--- config.mk ---
export PLATFORM = sky130hd
export DESIGN_NAME = decode_stage
export DESIGN_NICKNAME = d
export VERILOG_FILES = /design/src/rtl/decode_stage_pkg.sv /design/src/rtl/decode_comb.sv /design/src/rtl/decode_stage.sv
export SDC_FILE = /design/constraint.sdc
export NUM_CORES = 1
export LEC_CHECK = 0
export BUFFER_PORTS_ARGS = -buffer_cell sky130_fd_sc_hd__buf_2
export CORE_AREA = 5 5 146 148
export DETAILED_ROUTE_END_ITERATION = 10
export DIE_AREA = 0 0 151 153
export PLACE_DENSITY = 0.71
export SLEW_MARGIN = 20
export SYNTH_ARGS = -nofsm -noshare
export SYNTH_HDL_FRONTEND = slang
export SYNTH_HIERARCHICAL = 1
export SYNTH_SLANG_ARGS = --single-unit
--- constraint.sdc ---
create_clock -name clk -period 5 [get_ports clk]
set_clock_uncertainty 0.1 [all_clocks]
set_input_delay 1 -clock clk [delete_from_list [all_inputs] [get_ports clk]]
set_output_delay 1 -clock clk [all_outputs]
set_load 0.005 [all_outputs]
--- src/rtl/decode_stage_pkg.sv ---
// decode_stage_pkg
//   Shared constants and types for the RV32I/RV32E decode stage.
//   - base opcode encodings (inst[6:0])
//   - ALU operation encodings, {inst[30], funct3} style
//   - ctrl_t: the width-independent control part of a decoded bundle
package decode_stage_pkg;

  localparam int INST_W   = 32;
  localparam int FUNCT3_W = 3;
  localparam int ALU_OP_W = 4;

  localparam logic [6:0] OPC_OP     = 7'b0110011;
  localparam logic [6:0] OPC_OP_IMM = 7'b0010011;
  localparam logic [6:0] OPC_LOAD   = 7'b0000011;
  localparam logic [6:0] OPC_STORE  = 7'b0100011;
  localparam logic [6:0] OPC_BRANCH = 7'b1100011;
  localparam logic [6:0] OPC_LUI    = 7'b0110111;
  localparam logic [6:0] OPC_AUIPC  = 7'b0010111;
  localparam logic [6:0] OPC_JAL    = 7'b1101111;
  localparam logic [6:0] OPC_JALR   = 7'b1100111;

  localparam logic [ALU_OP_W-1:0] ALU_ADD  = 4'b0000;
  localparam logic [ALU_OP_W-1:0] ALU_SLL  = 4'b0001;
  localparam logic [ALU_OP_W-1:0] ALU_SLT  = 4'b0010;
  localparam logic [ALU_OP_W-1:0] ALU_SLTU = 4'b0011;
  localparam logic [ALU_OP_W-1:0] ALU_XOR  = 4'b0100;
  localparam logic [ALU_OP_W-1:0] ALU_SRL  = 4'b0101;
  localparam logic [ALU_OP_W-1:0] ALU_OR   = 4'b0110;
  localparam logic [ALU_OP_W-1:0] ALU_AND  = 4'b0111;
  localparam logic [ALU_OP_W-1:0] ALU_SUB  = 4'b1000;
  localparam logic [ALU_OP_W-1:0] ALU_SRA  = 4'b1101;

  typedef struct packed {
    logic                  write_en;
    logic                  mem_read_en;
    logic                  mem_write_en;
    logic [FUNCT3_W-1:0]   funct3;
    logic [ALU_OP_W-1:0]   alu_opcode;
    logic                  alu_src_from_imm;
    logic                  alu_src_from_pc;
    logic                  branch_inst;
    logic                  jump_inst;
    logic                  jalr_inst;
    logic                  illegal;
  } ctrl_t;

endpackage

--- src/rtl/decode_comb.sv ---
// decode_comb
//   Purely combinational RV32I/RV32E instruction decoder.
//   Ports:
//     inst       in   32      instruction word
//     ctrl       out  ctrl_t  enables, ALU select, illegal flag
//     immediate  out  XLEN    sign-extended immediate (0 when unused)
//     rd/rs1/rs2 out  REG_AW  register fields (rs1 forced to 0 for LUI)
module decode_comb
  import decode_stage_pkg::*;
#(
  parameter int XLEN     = 32,
  parameter int NUM_REGS = 32,
  parameter int REG_AW   = $clog2(NUM_REGS)
) (
  input  logic [INST_W-1:0] inst,
  output ctrl_t             ctrl,
  output logic [XLEN-1:0]   immediate,
  output logic [REG_AW-1:0] rd,
  output logic [REG_AW-1:0] rs1,
  output logic [REG_AW-1:0] rs2
);

  logic [6:0]  opcode;
  logic [2:0]  f3;
  logic [6:0]  f7;
  logic [31:0] imm32;
  logic [4:0]  rs1_field;
  logic        use_rd, use_rs1, use_rs2;
  logic        bad;

  always_comb begin
    opcode    = inst[6:0];
    f3        = inst[14:12];
    f7        = inst[31:25];
    ctrl      = '0;
    ctrl.funct3 = f3;
    imm32     = '0;
    rs1_field = inst[19:15];
    use_rd    = 1'b0;
    use_rs1   = 1'b0;
    use_rs2   = 1'b0;
    bad       = 1'b0;

    if (inst[1:0] != 2'b11) begin
      bad = 1'b1;
    end else begin
      case (opcode)
        OPC_OP: begin
          ctrl.write_en   = 1'b1;
          ctrl.alu_opcode = {inst[30], f3};
          use_rd = 1'b1; use_rs1 = 1'b1; use_rs2 = 1'b1;
          // Only SUB and SRA exist with the alternate funct7.
          if (f7 == 7'b0100000)
            bad = !(f3 == 3'b000 || f3 == 3'b101);
          else if (f7 != 7'b0000000)
            bad = 1'b1;
        end
        OPC_OP_IMM: begin
          ctrl.write_en         = 1'b1;
          ctrl.alu_src_from_imm = 1'b1;
          imm32  = {{20{inst[31]}}, inst[31:20]};
          use_rd = 1'b1; use_rs1 = 1'b1;
          // inst[30] only selects SRAI; elsewhere it is immediate data.
          if (f3 == 3'b101) begin
            ctrl.alu_opcode = {inst[30], 3'b101};
            bad = !(f7 == 7'b0000000 || f7 == 7'b0100000);
          end else begin
            ctrl.alu_opcode = {1'b0, f3};
            if (f3 == 3'b001)
              bad = (f7 != 7'b0000000);
          end
        end
        OPC_LOAD: begin
          ctrl.write_en    = 1'b1;
          ctrl.mem_read_en = 1'b1;
          ctrl.alu_opcode  = ALU_ADD;
          imm32  = {{20{inst[31]}}, inst[31:20]};
          use_rd = 1'b1; use_rs1 = 1'b1;
          bad = (f3 == 3'b011) || (f3 == 3'b110) || (f3 == 3'b111);
        end
        OPC_STORE: begin
          ctrl.mem_write_en = 1'b1;
          ctrl.alu_opcode   = ALU_ADD;
          imm32   = {{20{inst[31]}}, inst[31:25], inst[11:7]};
          use_rs1 = 1'b1; use_rs2 = 1'b1;
          bad = (f3 >= 3'b011);
        end
        OPC_BRANCH: begin
          ctrl.branch_inst = 1'b1;
          ctrl.alu_opcode  = ALU_SUB;
          imm32   = {{19{inst[31]}}, inst[31], inst[7], inst[30:25], inst[11:8], 1'b0};
          use_rs1 = 1'b1; use_rs2 = 1'b1;
          bad = (f3 == 3'b010) || (f3 == 3'b011);
        end
        OPC_LUI: begin
          ctrl.write_en         = 1'b1;
          ctrl.alu_opcode       = ALU_ADD;
          ctrl.alu_src_from_imm = 1'b1;
          imm32     = {inst[31:12], 12'b0};
          // x0 + imm lets the ALU produce the LUI result unchanged.
          rs1_field = 5'd0;
          use_rd    = 1'b1;
        end
        OPC_AUIPC: begin
          ctrl.write_en         = 1'b1;
          ctrl.alu_opcode       = ALU_ADD;
          ctrl.alu_src_from_imm = 1'b1;
          ctrl.alu_src_from_pc  = 1'b1;
          imm32  = {inst[31:12], 12'b0};
          use_rd = 1'b1;
        end
        OPC_JAL: begin
          ctrl.write_en        = 1'b1;
          ctrl.jump_inst       = 1'b1;
          ctrl.alu_src_from_pc = 1'b1;
          imm32  = {{11{inst[31]}}, inst[31], inst[19:12], inst[20], inst[30:21], 1'b0};
          use_rd = 1'b1;
        end
        OPC_JALR: begin
          ctrl.write_en        = 1'b1;
          ctrl.jump_inst       = 1'b1;
          ctrl.jalr_inst       = 1'b1;
          ctrl.alu_src_from_pc = 1'b1;
          imm32  = {{20{inst[31]}}, inst[31:20]};
          use_rd = 1'b1; use_rs1 = 1'b1;
          bad = (f3 != 3'b000);
        end
        default: bad = 1'b1;
      endcase
    end

    // RV32E: x16..x31 do not exist, so any used register with bit 4 set traps.
    if (NUM_REGS < 32)
      bad = bad || (use_rd && inst[11]) || (use_rs1 && inst[19]) || (use_rs2 && inst[24]);

    if (bad) begin
      ctrl.illegal      = 1'b1;
      ctrl.write_en     = 1'b0;
      ctrl.mem_read_en  = 1'b0;
      ctrl.mem_write_en = 1'b0;
      ctrl.branch_inst  = 1'b0;
      ctrl.jump_inst    = 1'b0;
      ctrl.jalr_inst    = 1'b0;
    end

    immediate = XLEN'(signed'(imm32));
    rd        = inst[7 +: REG_AW];
    rs1       = rs1_field[REG_AW-1:0];
    rs2       = inst[20 +: REG_AW];
  end

endmodule

--- src/rtl/decode_stage.sv ---
// decode_stage
//   Registered decode pipeline stage between fetch and execute.
//   Ports:
//     clk, rst_n              clock (rising edge), async active-low reset
//     flush                   drop held and incoming instructions
//     in_valid/in_ready       fetch-side handshake; in_inst, in_pc payload
//     out_valid/out_ready     execute-side handshake
//     out_pc ... illegal      decoded bundle, held stable while stalled
//   SKID=1: 2-entry buffer (output + skid), in_ready depends on state only.
//   SKID=0: single output register, in_ready = !out_valid || out_ready.
module decode_stage
  import decode_stage_pkg::*;
#(
  parameter int XLEN     = 32,
  parameter int NUM_REGS = 32,
  parameter int SKID     = 1,
  parameter int REG_AW   = $clog2(NUM_REGS)
) (
  input  logic                clk,
  input  logic                rst_n,
  input  logic                flush,
  input  logic                in_valid,
  output logic                in_ready,
  input  logic [INST_W-1:0]   in_inst,
  input  logic [XLEN-1:0]     in_pc,
  output logic                out_valid,
  input  logic                out_ready,
  output logic [XLEN-1:0]     out_pc,
  output logic                write_en,
  output logic [REG_AW-1:0]   write_addr,
  output logic [REG_AW-1:0]   read_addr1,
  output logic [REG_AW-1:0]   read_addr2,
  output logic [XLEN-1:0]     immediate,
  output logic                mem_read_en,
  output logic                mem_write_en,
  output logic [FUNCT3_W-1:0] funct3,
  output logic [ALU_OP_W-1:0] alu_opcode,
  output logic                alu_src_from_imm,
  output logic                alu_src_from_pc,
  output logic                branch_inst,
  output logic                jump_inst,
  output logic                jalr_inst,
  output logic                illegal
);

  typedef struct packed {
    logic [XLEN-1:0]   pc;
    logic [XLEN-1:0]   imm;
    logic [REG_AW-1:0] rd;
    logic [REG_AW-1:0] rs1;
    logic [REG_AW-1:0] rs2;
    ctrl_t             ctrl;
  } entry_t;

  ctrl_t             dec_ctrl;
  logic [XLEN-1:0]   dec_imm;
  logic [REG_AW-1:0] dec_rd, dec_rs1, dec_rs2;
  entry_t            dec;

  entry_t out_reg, out_next, skid_reg, skid_next;
  logic   out_valid_reg, out_valid_next, skid_valid_reg, skid_valid_next;
  logic   accept, out_free;

  decode_comb #(
    .XLEN     (XLEN),
    .NUM_REGS (NUM_REGS),
    .REG_AW   (REG_AW)
  ) u_decode (
    .inst      (in_inst),
    .ctrl      (dec_ctrl),
    .immediate (dec_imm),
    .rd        (dec_rd),
    .rs1       (dec_rs1),
    .rs2       (dec_rs2)
  );

  assign dec = '{pc: in_pc, imm: dec_imm, rd: dec_rd, rs1: dec_rs1, rs2: dec_rs2, ctrl: dec_ctrl};

  generate
    if (SKID != 0) begin : g_skid_ready
      assign in_ready = !skid_valid_reg;
    end else begin : g_direct_ready
      assign in_ready = !out_valid_reg || out_ready;
    end
  endgenerate

  // A handshake during flush is still discarded.
  assign accept   = in_valid && in_ready && !flush;
  assign out_free = !out_valid_reg || out_ready;

  always_comb begin
    out_next        = out_reg;
    out_valid_next  = out_valid_reg;
    skid_next       = skid_reg;
    skid_valid_next = skid_valid_reg;
    if (flush) begin
      out_valid_next  = 1'b0;
      skid_valid_next = 1'b0;
    end else if (out_free) begin
      // The skid entry is older than anything arriving, so it goes first.
      // in_ready is low while the skid is full, so no accept can collide.
      if (SKID != 0 && skid_valid_reg) begin
        out_next        = skid_reg;
        out_valid_next  = 1'b1;
        skid_valid_next = 1'b0;
      end else if (accept) begin
        out_next       = dec;
        out_valid_next = 1'b1;
      end else begin
        out_valid_next = 1'b0;
      end
    end else if (SKID != 0 && accept) begin
      skid_next       = dec;
      skid_valid_next = 1'b1;
    end
  end

  always_ff @(posedge clk or negedge rst_n) begin
    if (!rst_n) begin
      out_reg        <= '0;
      out_valid_reg  <= 1'b0;
      skid_reg       <= '0;
      skid_valid_reg <= 1'b0;
    end else begin
      out_reg        <= out_next;
      out_valid_reg  <= out_valid_next;
      skid_reg       <= skid_next;
      skid_valid_reg <= skid_valid_next;
    end
  end

  assign out_valid        = out_valid_reg;
  assign out_pc           = out_reg.pc;
  assign immediate        = out_reg.imm;
  assign write_addr       = out_reg.rd;
  assign read_addr1       = out_reg.rs1;
  assign read_addr2       = out_reg.rs2;
  assign write_en         = out_reg.ctrl.write_en;
  assign mem_read_en      = out_reg.ctrl.mem_read_en;
  assign mem_write_en     = out_reg.ctrl.mem_write_en;
  assign funct3           = out_reg.ctrl.funct3;
  assign alu_opcode       = out_reg.ctrl.alu_opcode;
  assign alu_src_from_imm = out_reg.ctrl.alu_src_from_imm;
  assign alu_src_from_pc  = out_reg.ctrl.alu_src_from_pc;
  assign branch_inst      = out_reg.ctrl.branch_inst;
  assign jump_inst        = out_reg.ctrl.jump_inst;
  assign jalr_inst        = out_reg.ctrl.jalr_inst;
  assign illegal          = out_reg.ctrl.illegal;

endmodule

==> results.py, run 1 <==
metrics = {
    "outcome": {
        "run_status": "finished clean",
    },
    "cts": {
        "cts_root_buf": "clkbuf_16",
        "cts_setup_buffers": 0,
        "path_clk_slew_ns": 0.07,
        "cts.sinks": 192,
        "cts-hold-fix-buffers": 0,
        "cts_inserted_buffers": 17,
        "cts_resized": 0,
        "htree_levels": 4,
        "clock_latency_ns": 0.43,
        "cts_buffer_depth": 2,
        "cts_tree": "built",
    },
    "setup_path": {
        "cp.depth": 7,
        "endpoint": "read_addr1[3]$_DFFE_PN0P_",
        "end_kind": "register",
        "slowest_stage": "and3_1",
        "crit_family": "simple AND/OR/NAND/NOR gates",
        "cp_max_fo": 14,
        "slowest_delay_ns": 0.56,
        "path_buf_inv": 1,
        "cp-start-kind": "primary input",
        "r2r-start": "skid_valid_reg$_DFFE_PN0P_",
        "path_cells": "buf_2 > and4b_2 > and3_1 > nand2_1 > and2_1 > mux2_2 > mux2_1",
        "critPathArrivalTime_ns": 3.09,
        "critPathKind": "primary input to register",
        "worstReg2RegEnd": "out_pc[11]$_DFFE_PN0P_",
        "cp-startpoint": "in_inst[3]",
        "required_ns": 5.22,
        "ff2ff_path_depth": 4,
        "r2r_slack_ns": 2.33,
    },
    "yosys": {
        "syn_area_mm2": 0.00958,
        "ys_ff_latch": 192,
        "synth_edf_count": 0,
        "async_reset_ff_share_pct": 100,
        "mappedNetlistNets": 736,
        "synth.distinct_cells": 56,
        "synth_cells": 667,
        "syn_avg_cell_area_um2": 14.4,
        "synth-main-ff-cell": "dfrtp_1",
        "ys_seq_area_share_pct": 50.1,
        "synth_warnings": 6,
    },
    "routing": {
        "vias_per_cell": 5.30,
        "initialDrtViolationCount": 317,
        "post-route-drc-count": 0,
        "vias": 5748,
        "dr.pass1.iters": 4,
        "final_antenna_net_count": 0,
        "wl_per_cell_um": 18.4,
        "routed_wl_um": 20000,
    },
    "floorplanning": {
        "start_util_pct": 48.1,
        "die_x_um": 151,
        "std_cell_rows": 52,
        "fp.dieH_um": 153,
        "dieArea_mm2": 0.0231,
        "core_area_mm2": 0.0199,
        "io_pins": 166,
    },
    "sta": {
        "finalHoldViolCount": 0,
        "worst_pin_slew_ns": 0.880,
        "fmax_mhz": 348,
        "relSlewSlack_pct": 41.3,
        "rsz0062_at_grt": "no",
        "worst_slack_ns": 2.13,
        "fin_crit_sh_pct": 57.5,
        "slew_viol_final": 0,
        "setup_tns_ns": 0,
        "period_minus_slack_ns": 2.87,
        "finalSetupViolations": 0,
    },
    "flow_run": {
        "drv_cap": 0,
    },
    "layout": {
        "final_area_mm2": 0.0110,
        "drive_above_1_share_pct": 60.8,
        "nFillCells": 1681,
        "num-nets-final": 869,
        "multi_input_area_mm2": 0.00430,
        "largest_reg_flops": 95,
        "seq_area_mm2": 0.00481,
        "areaGrowthSynthToFinish_pct": 14.6,
    },
    "pwr": {
        "power.density_mw_per_mm2": 346,
        "p_leak_nw": 5.55,
        "ir_drop_mv": 0.219,
    },
    "hold_path": {
        "hold_path.class": "register to register",
    },
    "grt": {
        "grt_pass1_wl_um": 33000,
        "antenna_found_initial": 1,
        "grt_overflow": 0,
        "grt_util_all_layers_pct": 18.0,
        "grt_max_degree": 98,
        "grt_pass1_vias": 6084,
    },
    "place": {
        "numPortBuffers": 165,
        "dp_hpwl_um": 13200,
        "place_area_mm2": 0.0104,
        "place_congestion": 0.868,
        "post-place-ws_ns": 1.75,
    },
}
==> report_power, final <==
group          switching [W]  leakage, nW  internal [W]
Combinational       0.000219         2.79      0.000327
Sequential          0.000105         2.47       0.00176
Clock               0.000643        0.293      0.000754
==> cell usage in the layout, fill, tap and decap left out, drive strengths merged, types with 4 or more instances in the layout <==
cell type	n
nand2	13
a21o	21
and3	4
o21ai	4
a22o	5
buf	170
mux2	285
clkinv	7
nor2	14
a21oi	7
dfrtp	192
inv	11
clkbuf	18
and2	13
nor3	7
==> cells in the mapped netlist (4+ instances only) <==
| cell | n | area [um^2] |
|---|---|---|
| a21oi_1 | 5 | 25.0 |
| dfrtp_1 | 192 | 4800 |
| buf_6 | 22 | 248 |
| nor3_1 | 6 | 30.0 |
| nor2_1 | 13 | 48.8 |
| and2_1 | 13 | 81.3 |
| buf_2 | 16 | 80.1 |
| mux2_2 | 224 | 2520 |
| mux2_1 | 11 | 124 |
| o21ai_0 | 4 | 20.0 |
| nand2_1 | 13 | 48.8 |
| a21o_1 | 20 | 150 |
| buf_4 | 17 | 128 |
| mux2_4 | 50 | 751 |
| a22o_1 | 5 | 43.8 |
| inv_1 | 6 | 22.5 |
==> worst register-to-register path, stage by stage, from the launching register on <==
cell,delay [ns]
dfrtp_4,0.75
nor2_4,0.11
nor3_4,0.68
buf_12,0.48
mux2_2,0.44
==> worst min-delay path by stage <==
stage | startpoint | to | slack (ns) | cells after the start
6_report | immediate[1]$_DFFE_PN0P_ | immediate[1]$_DFFE_PN0P_ | 0.38 | 1
3_3_place_gp | write_addr[2]$_DFFE_PN0P_ | write_addr[2]$_DFFE_PN0P_ | 0.36 | 1
3_5_place_dp | write_addr[3]$_DFFE_PN0P_ | write_addr[3]$_DFFE_PN0P_ | 0.37 | 1
2_1_floorplan | skid_reg[0]$_DFFE_PN0P_ | skid_reg[0]$_DFFE_PN0P_ | 0.37 | 1
4_1_cts | write_addr[3]$_DFFE_PN0P_ | write_addr[3]$_DFFE_PN0P_ | 0.38 | 1
5_1_grt | immediate[1]$_DFFE_PN0P_ | immediate[1]$_DFFE_PN0P_ | 0.40 | 1
==> kinds of logic (layout without fill, tap and decap cells) <==
logic type	after synthesis	after routing	synth area share, %
DFF	192	192	50.1
AOI/OAI and AO/OA	58	58	4.83
muxes	285	285	35.4
xor gates and xnor gates	1	1	0.0914
buffers and inverters	63	209	5.07
other	0	1	0
and+or+nand+nor	68	68	4.43
==> per-layer routing <==
layer  vias to the layer above  track usage [%]  share of wire [%]
li1                       2667                -                  -
met1                      2898             24.2                 45
met2                       161             28.0                 47
met3                        22             5.66                6.9
met4                         0             5.79                1.2
met5                         -                0                  0
==> stage by stage <==
step / power (W) / cells / utilization (%) / hold WS (ns)
6_report: 0.00380 / 1084 / 55.2 / 0.381
5_1_grt: 0.00401 / 1084 / 55.2 / 0.398
4_1_cts: 0.00386 / 1083 / 55.1 / 0.385
3_5_place_dp: 0.00244 / 1051 / 52.1 / 0.369
3_3_place_gp: 0.00242 / 1051 / 52.1 / 0.364
2_1_floorplan: 0.00222 / 667 / - / 0.374
==> final cells by class <==
type | count | share of cell area [%]
inverters | 6 | 0.205
well taps | 270 | 3.08
clock buffers | 17 | 3.87
diodes | 1 | 0.0228
flip-flops and latches | 192 | 43.8
multi-input cells | 412 | 39.2
repair buffers | 171 | 8.24
clock inverters | 15 | 1.63
No activity file was read; power rests on OpenSTA's default activity.
==> run 2: changes to the inputs <==
--- a/config.mk
+++ b/config.mk
@@ -5,6 +5,7 @@
 export SDC_FILE = /design/constraint.sdc
 export NUM_CORES = 1
 export LEC_CHECK = 0
+export ABC_AREA = 1
 export BUFFER_PORTS_ARGS = -buffer_cell sky130_fd_sc_hd__buf_2
 export CORE_AREA = 5 5 146 148
 export DETAILED_ROUTE_END_ITERATION = 10
==> constraint.sdc (replaced) <==
create_clock -name clk -period 2.8 [get_ports clk]
set_clock_uncertainty 0.1 [all_clocks]
set_input_delay 0.56 -clock clk [delete_from_list [all_inputs] [get_ports clk]]
set_output_delay 0.56 -clock clk [all_outputs]
set_load 0.005 [all_outputs]
==> results.py, run 2 <==
metrics = {
    "yosys": {
        "syn_avg_cell_area_um2": 7.28,
        "synth_top_area_share_pct": 50.1,
        "synth_edf_count": 0,
        "ys_seq_area_share_pct": 50.1,
        "netlist_top_cells_area": "dfrtp_1 50%, nand2_1 28%, nand3_1 11%",
        "ys_ff_latch": 192,
        "synth_top_cell_by_area": "dfrtp_1",
        "async_reset_ff_share_pct": 100,
        "syn_area_mm2": 0.00960,
        "synth-main-ff-cell": "dfrtp_1",
        "post-synth-top-count-cell": "nand2_1",
        "synthTopCellsByCount": "704 x nand2_1, 206 x nand3_1, 192 x dfrtp_1",
        "mappedNetlistNets": 1387,
        "synth_cells": 1318,
        "synth_warnings": 6,
        "synth.distinct_cells": 25,
    },
    "floorplanning": {
        "core_area_mm2": 0.0199,
        "die_x_um": 151,
        "fp.dieH_um": 153,
        "start_util_pct": 48.2,
        "io_pins": 166,
        "dieArea_mm2": 0.0231,
        "std_cell_rows": 52,
    },
    "pwr": {
        "p_leak_nw": 6.52,
        "power.density_mw_per_mm2": 601,
        "ir_drop_mv": 0.389,
    },
    "place": {
        "place_congestion": 0.871,
        "numPortBuffers": 165,
        "dp_hpwl_um": 17300,
        "post-place-ws_ns": 0.373,
        "place_area_mm2": 0.0105,
        "place_inst": 1678,
    },
    "layout": {
        "most-common-layout-cells": "704 x nand2_1, 206 x nand3_1, 191 x dfrtp_1",
        "fin_cells": 1709,
        "antennaDiodeCount": 0,
        "areaGrowthSynthToFinish_pct": 16.0,
        "final_common_cell": "nand2_1",
        "largest_reg_flops": 95,
        "drive_above_1_share_pct": 16.9,
        "final_area_mm2": 0.0111,
        "num-nets-final": 1496,
        "nFillCells": 1953,
    },
    "cts": {
        "clock_latency_ns": 0.43,
        "cts_setup_buffers": 0,
        "htree_levels": 4,
        "cts_tree": "built",
        "cts_root_buf": "clkbuf_16",
        "cts-hold-fix-buffers": 0,
        "cts_buffer_depth": 2,
        "cts_resized": 0,
        "cts_inserted_buffers": 17,
        "cts.sinks": 192,
        "path_clk_slew_ns": 0.07,
    },
    "setup_path": {
        "cp_max_fo": 36,
        "critPathArrivalTime_ns": 1.76,
        "cp-start-kind": "register",
        "end_kind": "output port",
        "required_ns": 2.14,
        "critPathKind": "register to output port",
    },
    "hold_path": {
        "hold_path.class": "primary input to asynchronous set/reset pin",
    },
    "routing": {
        "post-route-drc-count": 0,
        "dr.pass1.iters": 6,
        "routed_wl_um": 27200,
        "initialDrtViolationCount": 744,
        "wl_per_cell_um": 15.9,
        "vias_per_cell": 5.22,
        "final_antenna_net_count": 0,
        "vias": 8919,
    },
    "grt": {
        "grt_util_all_layers_pct": 23.9,
        "grt_pass1_wl_um": 44600,
        "antenna_found_initial": 0,
        "grt_pass1_vias": 8604,
        "grt_overflow": 0,
        "grt_max_degree": 96,
    },
    "sta": {
        "rsz0062_at_grt": "no",
        "worst_pin_slew_ns": 1.11,
        "setup_tns_ns": 0,
        "slew_viol_final": 0,
        "finalHoldViolCount": 0,
        "fin_crit_sh_pct": 86.6,
        "holdWs_ns": 0.0281,
        "worst_slack_ns": 0.376,
        "relSlewSlack_pct": 25.7,
        "period_minus_slack_ns": 2.42,
        "fmax_mhz": 413,
        "finalSetupViolations": 0,
    },
    "flow_run": {
        "drv_cap": 0,
    },
    "outcome": {
        "run_status": "finished clean",
    },
}
## run 2: cell count changes after synthesis, sizes merged, moves of 4 or more
cell	previous run	this run
a21oi	7	1
o21ai	4	12
nand2	13	709
inv	6	34
o22ai	1	7
buf	55	71
and3	4	0
clkbuf	2	27
a21o	21	0
and2	13	0
mux2	285	0
nor2	14	43
nand3	3	212
## run 2: power breakdown
group	switching, W	internal (W)	total (W)
registers	0.000185	0.00311	0.00330
clock network	0.00107	0.00141	0.00248
logic	0.000571	0.000342	0.000912
## run 2: cell type report
class                   count  area (um^2)  area share, %
inverters                  34          131           1.18
flip-flops and latches    192         4810           43.2
clock buffers              23          488           4.38
clock inverters             8          105          0.944
well taps                 270          338           3.03
multi-input cells         994         4180           37.5
repair buffers            188         1080           9.72
## run 2: layer usage
| metal | track usage, % | wire length [um] | vias up |
|---|---|---|---|
| met4 | 6.74 | 450 | 0 |
| met5 | 0 | 0 | - |
| li1 | - | - | 4332 |
| met3 | 4.50 | 1930 | 40 |
| met1 | 33.9 | 12100 | 4228 |
| met2 | 37.5 | 12700 | 319 |
## run 2: cell families after synthesis
| group | count (synthesis) | share of synthesized area [%] |
|---|---|---|
| DFF | 192 | 50.1 |
| buffers and inverters | 132 | 6.74 |
| AOI/OAI and AO/OA | 26 | 1.71 |
| and+or+nand+nor | 968 | 41.5 |
## run 2: worst max-delay path: stages (launching register included)
cell      delay (ns)
dfrtp_4         0.67
clkinv_2        0.12
buf_4           0.34
buf_2           0.19
## run 2: worst paths after layout
check                                      startpoint                        to  slack, ns  cells after the start
max reg2reg                skid_valid_reg$_DFFE_PN0P_  skid_reg[14]$_DFFE_PN0P_       0.54                      4
max                        skid_valid_reg$_DFFE_PN0P_                  in_ready       0.38                      3
max in group asynchronous                       rst_n  skid_reg[48]$_DFFE_PN0P_       1.77                      2
min                                             rst_n     funct3[0]$_DFFE_PN0P_       0.03                      1
min in group clk                             in_pc[9]  skid_reg[72]$_DFFE_PN0P_       0.28                      3
min reg2reg                  skid_reg[63]$_DFFE_PN0P_  skid_reg[63]$_DFFE_PN0P_       0.37                      2
## run 2: stage by stage
stage	power [W]	util (%)
floorplan	0.00384	-
global placement	0.00424	52.9
detailed placement	0.00427	52.9
CTS	0.00674	55.9
global route	0.00702	55.9
finish	0.00669	55.9
==> run 3: changes to the inputs <==
--- a/config.mk
+++ b/config.mk
@@ -7,10 +7,10 @@
 export LEC_CHECK = 0
 export ABC_AREA = 1
 export BUFFER_PORTS_ARGS = -buffer_cell sky130_fd_sc_hd__buf_2
-export CORE_AREA = 5 5 146 148
+export CORE_AREA = 5 5 144 146
 export DETAILED_ROUTE_END_ITERATION = 10
-export DIE_AREA = 0 0 151 153
-export PLACE_DENSITY = 0.71
+export DIE_AREA = 0 0 149 151
+export PLACE_DENSITY = 0.75
 export SLEW_MARGIN = 20
 export SYNTH_ARGS = -nofsm -noshare
 export SYNTH_HDL_FRONTEND = slang
==> constraint.sdc (replaced) <==
create_clock -name clk -period 2.2 [get_ports clk]
set_clock_uncertainty 0.1 [all_clocks]
set_input_delay 0.44 -clock clk [delete_from_list [all_inputs] [get_ports clk]]
set_output_delay 0.44 -clock clk [all_outputs]
set_load 0.005 [all_outputs]
==> results.py, run 3 (synthesis gave the netlist of run 2 again) <==
metrics = {
    "setup_path": {
        "path_cells": "clkinv_2 > buf_2",
        "slowest_delay_ns": 0.48,
        "slowest_stage": "dfrtp_4",
        "required_ns": 1.66,
        "crit_family": "buffers and inverters",
        "end_kind": "output port",
        "path_buf_inv": 2,
        "critPathArrivalTime_ns": 1.40,
        "critPathKind": "register to output port",
        "cp_max_fo": 17,
        "cp-start-kind": "register",
    },
    "pwr": {
        "power.switching_w": 0.00235,
        "p_total_w": 0.00866,
        "seqPwrFrac_pct": 48.4,
        "ir_drop_mv": 0.550,
        "p_leak_nw": 6.61,
        "pwr-share-clk_pct": 37.9,
        "power.density_mw_per_mm2": 768,
        "p_int_w": 0.00631,
        "swShare_pct": 27.2,
        "p_comb_share_pct": 13.7,
    },
    "cts": {
        "cts_root_buf": "clkbuf_16",
        "cts.sinks": 192,
        "cts_tree": "built",
        "cts-hold-fix-buffers": 1,
        "path_clk_slew_ns": 0.07,
        "cts_inserted_buffers": 17,
        "cts_setup_buffers": 0,
        "cts_buffer_depth": 2,
        "htree_levels": 4,
        "cts_resized": 0,
        "clock_latency_ns": 0.43,
    },
    "sta": {
        "holdWs_ns": 0.151,
        "fin_crit_sh_pct": 88.4,
        "slew_viol_final": 0,
        "relSlewSlack_pct": 57.2,
        "rsz0062_at_grt": "no",
        "worst_pin_slew_ns": 0.642,
        "fmax_mhz": 514,
        "finalSetupViolations": 0,
        "period_minus_slack_ns": 1.94,
        "finalHoldViolCount": 0,
    },
    "layout": {
        "nFillCells": 1840,
        "most-common-layout-cells": "704 x nand2_1, 206 x nand3_1, 191 x dfrtp_1",
        "areaGrowthSynthToFinish_pct": 17.5,
        "final_common_cell": "nand2_1",
        "num-nets-final": 1507,
        "largest_reg_flops": 95,
        "drive_above_1_share_pct": 17.6,
    },
    "floorplanning": {
        "io_pins": 166,
        "core_area_mm2": 0.0193,
        "fp.dieH_um": 151,
        "die_x_um": 149,
        "std_cell_rows": 51,
        "start_util_pct": 49.8,
        "dieArea_mm2": 0.0225,
    },
    "grt": {
        "grt_overflow": 0,
        "grt_pass1_vias": 8531,
        "grt_pass1_wl_um": 43500,
        "grt_util_all_layers_pct": 24.0,
        "antenna_found_initial": 1,
        "grt_max_degree": 96,
    },
    "hold_path": {
        "hold_path.class": "primary input to register",
    },
    "routing": {
        "routed_wl_um": 26800,
        "final_antenna_net_count": 0,
        "vias_per_cell": 5.26,
        "wl_per_cell_um": 15.6,
        "dr.pass1.iters": 5,
        "post-route-drc-count": 0,
        "initialDrtViolationCount": 819,
        "vias": 9030,
    },
    "place": {
        "dp_hpwl_um": 17400,
        "numPortBuffers": 165,
        "place_congestion": 0.933,
    },
    "outcome": {
        "run_status": "finished clean",
    },
    "flow_run": {
        "drv_cap": 0,
    },
}
## run 3: changes by cell type in the layout (fill, tap and decap cells not counted)
cell and delta:
inv_8 +1, clkinv_2 +1, clkbuf_1 -1, diode_2 +1, inv_6 +2, buf_12 +3
clkinvlp_4 -1, clkbuf_8 -1, bufinv_16 +1, dlygate4sd3_1 +1, buf_4 +7, clkinv_4 -1
## run 3: cell type report
cell class                      instances  area, um^2  area share (%)
Multi-Input combinational cell        994        4180            37.1
Antenna cell                            1        2.50          0.0222
Timing Repair Buffer                  199        1200            10.7
Sequential cell                       192        4810            42.6
Clock inverter                         11         153            1.35
Tap cell                              265         332            2.94
Inverter                               34         131            1.16
Clock buffer                           21         470            4.17
## run 3: routing by layer
metal / GRT usage, % / wire length [um] / up-vias
met5: 0 / 16 / -
met4: 7.41 / 512 / 2
met3: 5.54 / 1990 / 36
met2: 38.1 / 12600 / 305
met1: 33.2 / 11700 / 4327
li1: - / - / 4360
## run 3: power by group through the flow
stage / clock network [W] / registers [W] / logic (W)
2_1_floorplan: 0 / 0.00424 / 0.000647
3_3_place_gp: 0 / 0.00424 / 0.00117
3_5_place_dp: 0 / 0.00425 / 0.00120
4_1_cts: 0.00334 / 0.00419 / 0.00120
5_1_grt: 0.00351 / 0.00424 / 0.00135
6_report: 0.00329 / 0.00419 / 0.00119
## run 3: final timing paths
kind                                            start  slack [ns]                   endpoint  cells past startpoint
min                                          in_pc[3]        0.15   skid_reg[66]$_DFFE_PN0P_                      3
max reg2reg                skid_valid_reg$_DFFE_PN0P_        0.47     out_pc[19]$_DFFE_PN0P_                      6
min reg2reg                  skid_reg[71]$_DFFE_PN0P_        0.37   skid_reg[71]$_DFFE_PN0P_                      2
max                        skid_valid_reg$_DFFE_PN0P_        0.26                   in_ready                      2
max in group asynchronous                       rst_n        0.84     out_pc[10]$_DFFE_PN0P_                      3
min in group asynchronous                       rst_n        0.45  read_addr2[0]$_DFFE_PN0P_                      2
## run 3: through the flow
step,util (%),setup WS [ns],cell area [um^2],cells,setup TNS (ns)
2_1_floorplan,-,0.459,9600,1318,0
3_3_place_gp,55.2,-0.0123,10600,1683,-0.0387
3_5_place_dp,55.2,-0.0669,10600,1683,-0.389
4_1_cts,58.5,0.238,11300,1716,0
5_1_grt,58.5,0.185,11300,1716,0
6_report,58.5,0.255,11300,1717,0
## run 3: worst register-to-register path, delay by kind of cell (launching register included)
family / cells / cell delay, ns
buffers and inverters: 2 / 0.57
and+or+nand+nor: 4 / 0.46
DFF: 1 / 0.53
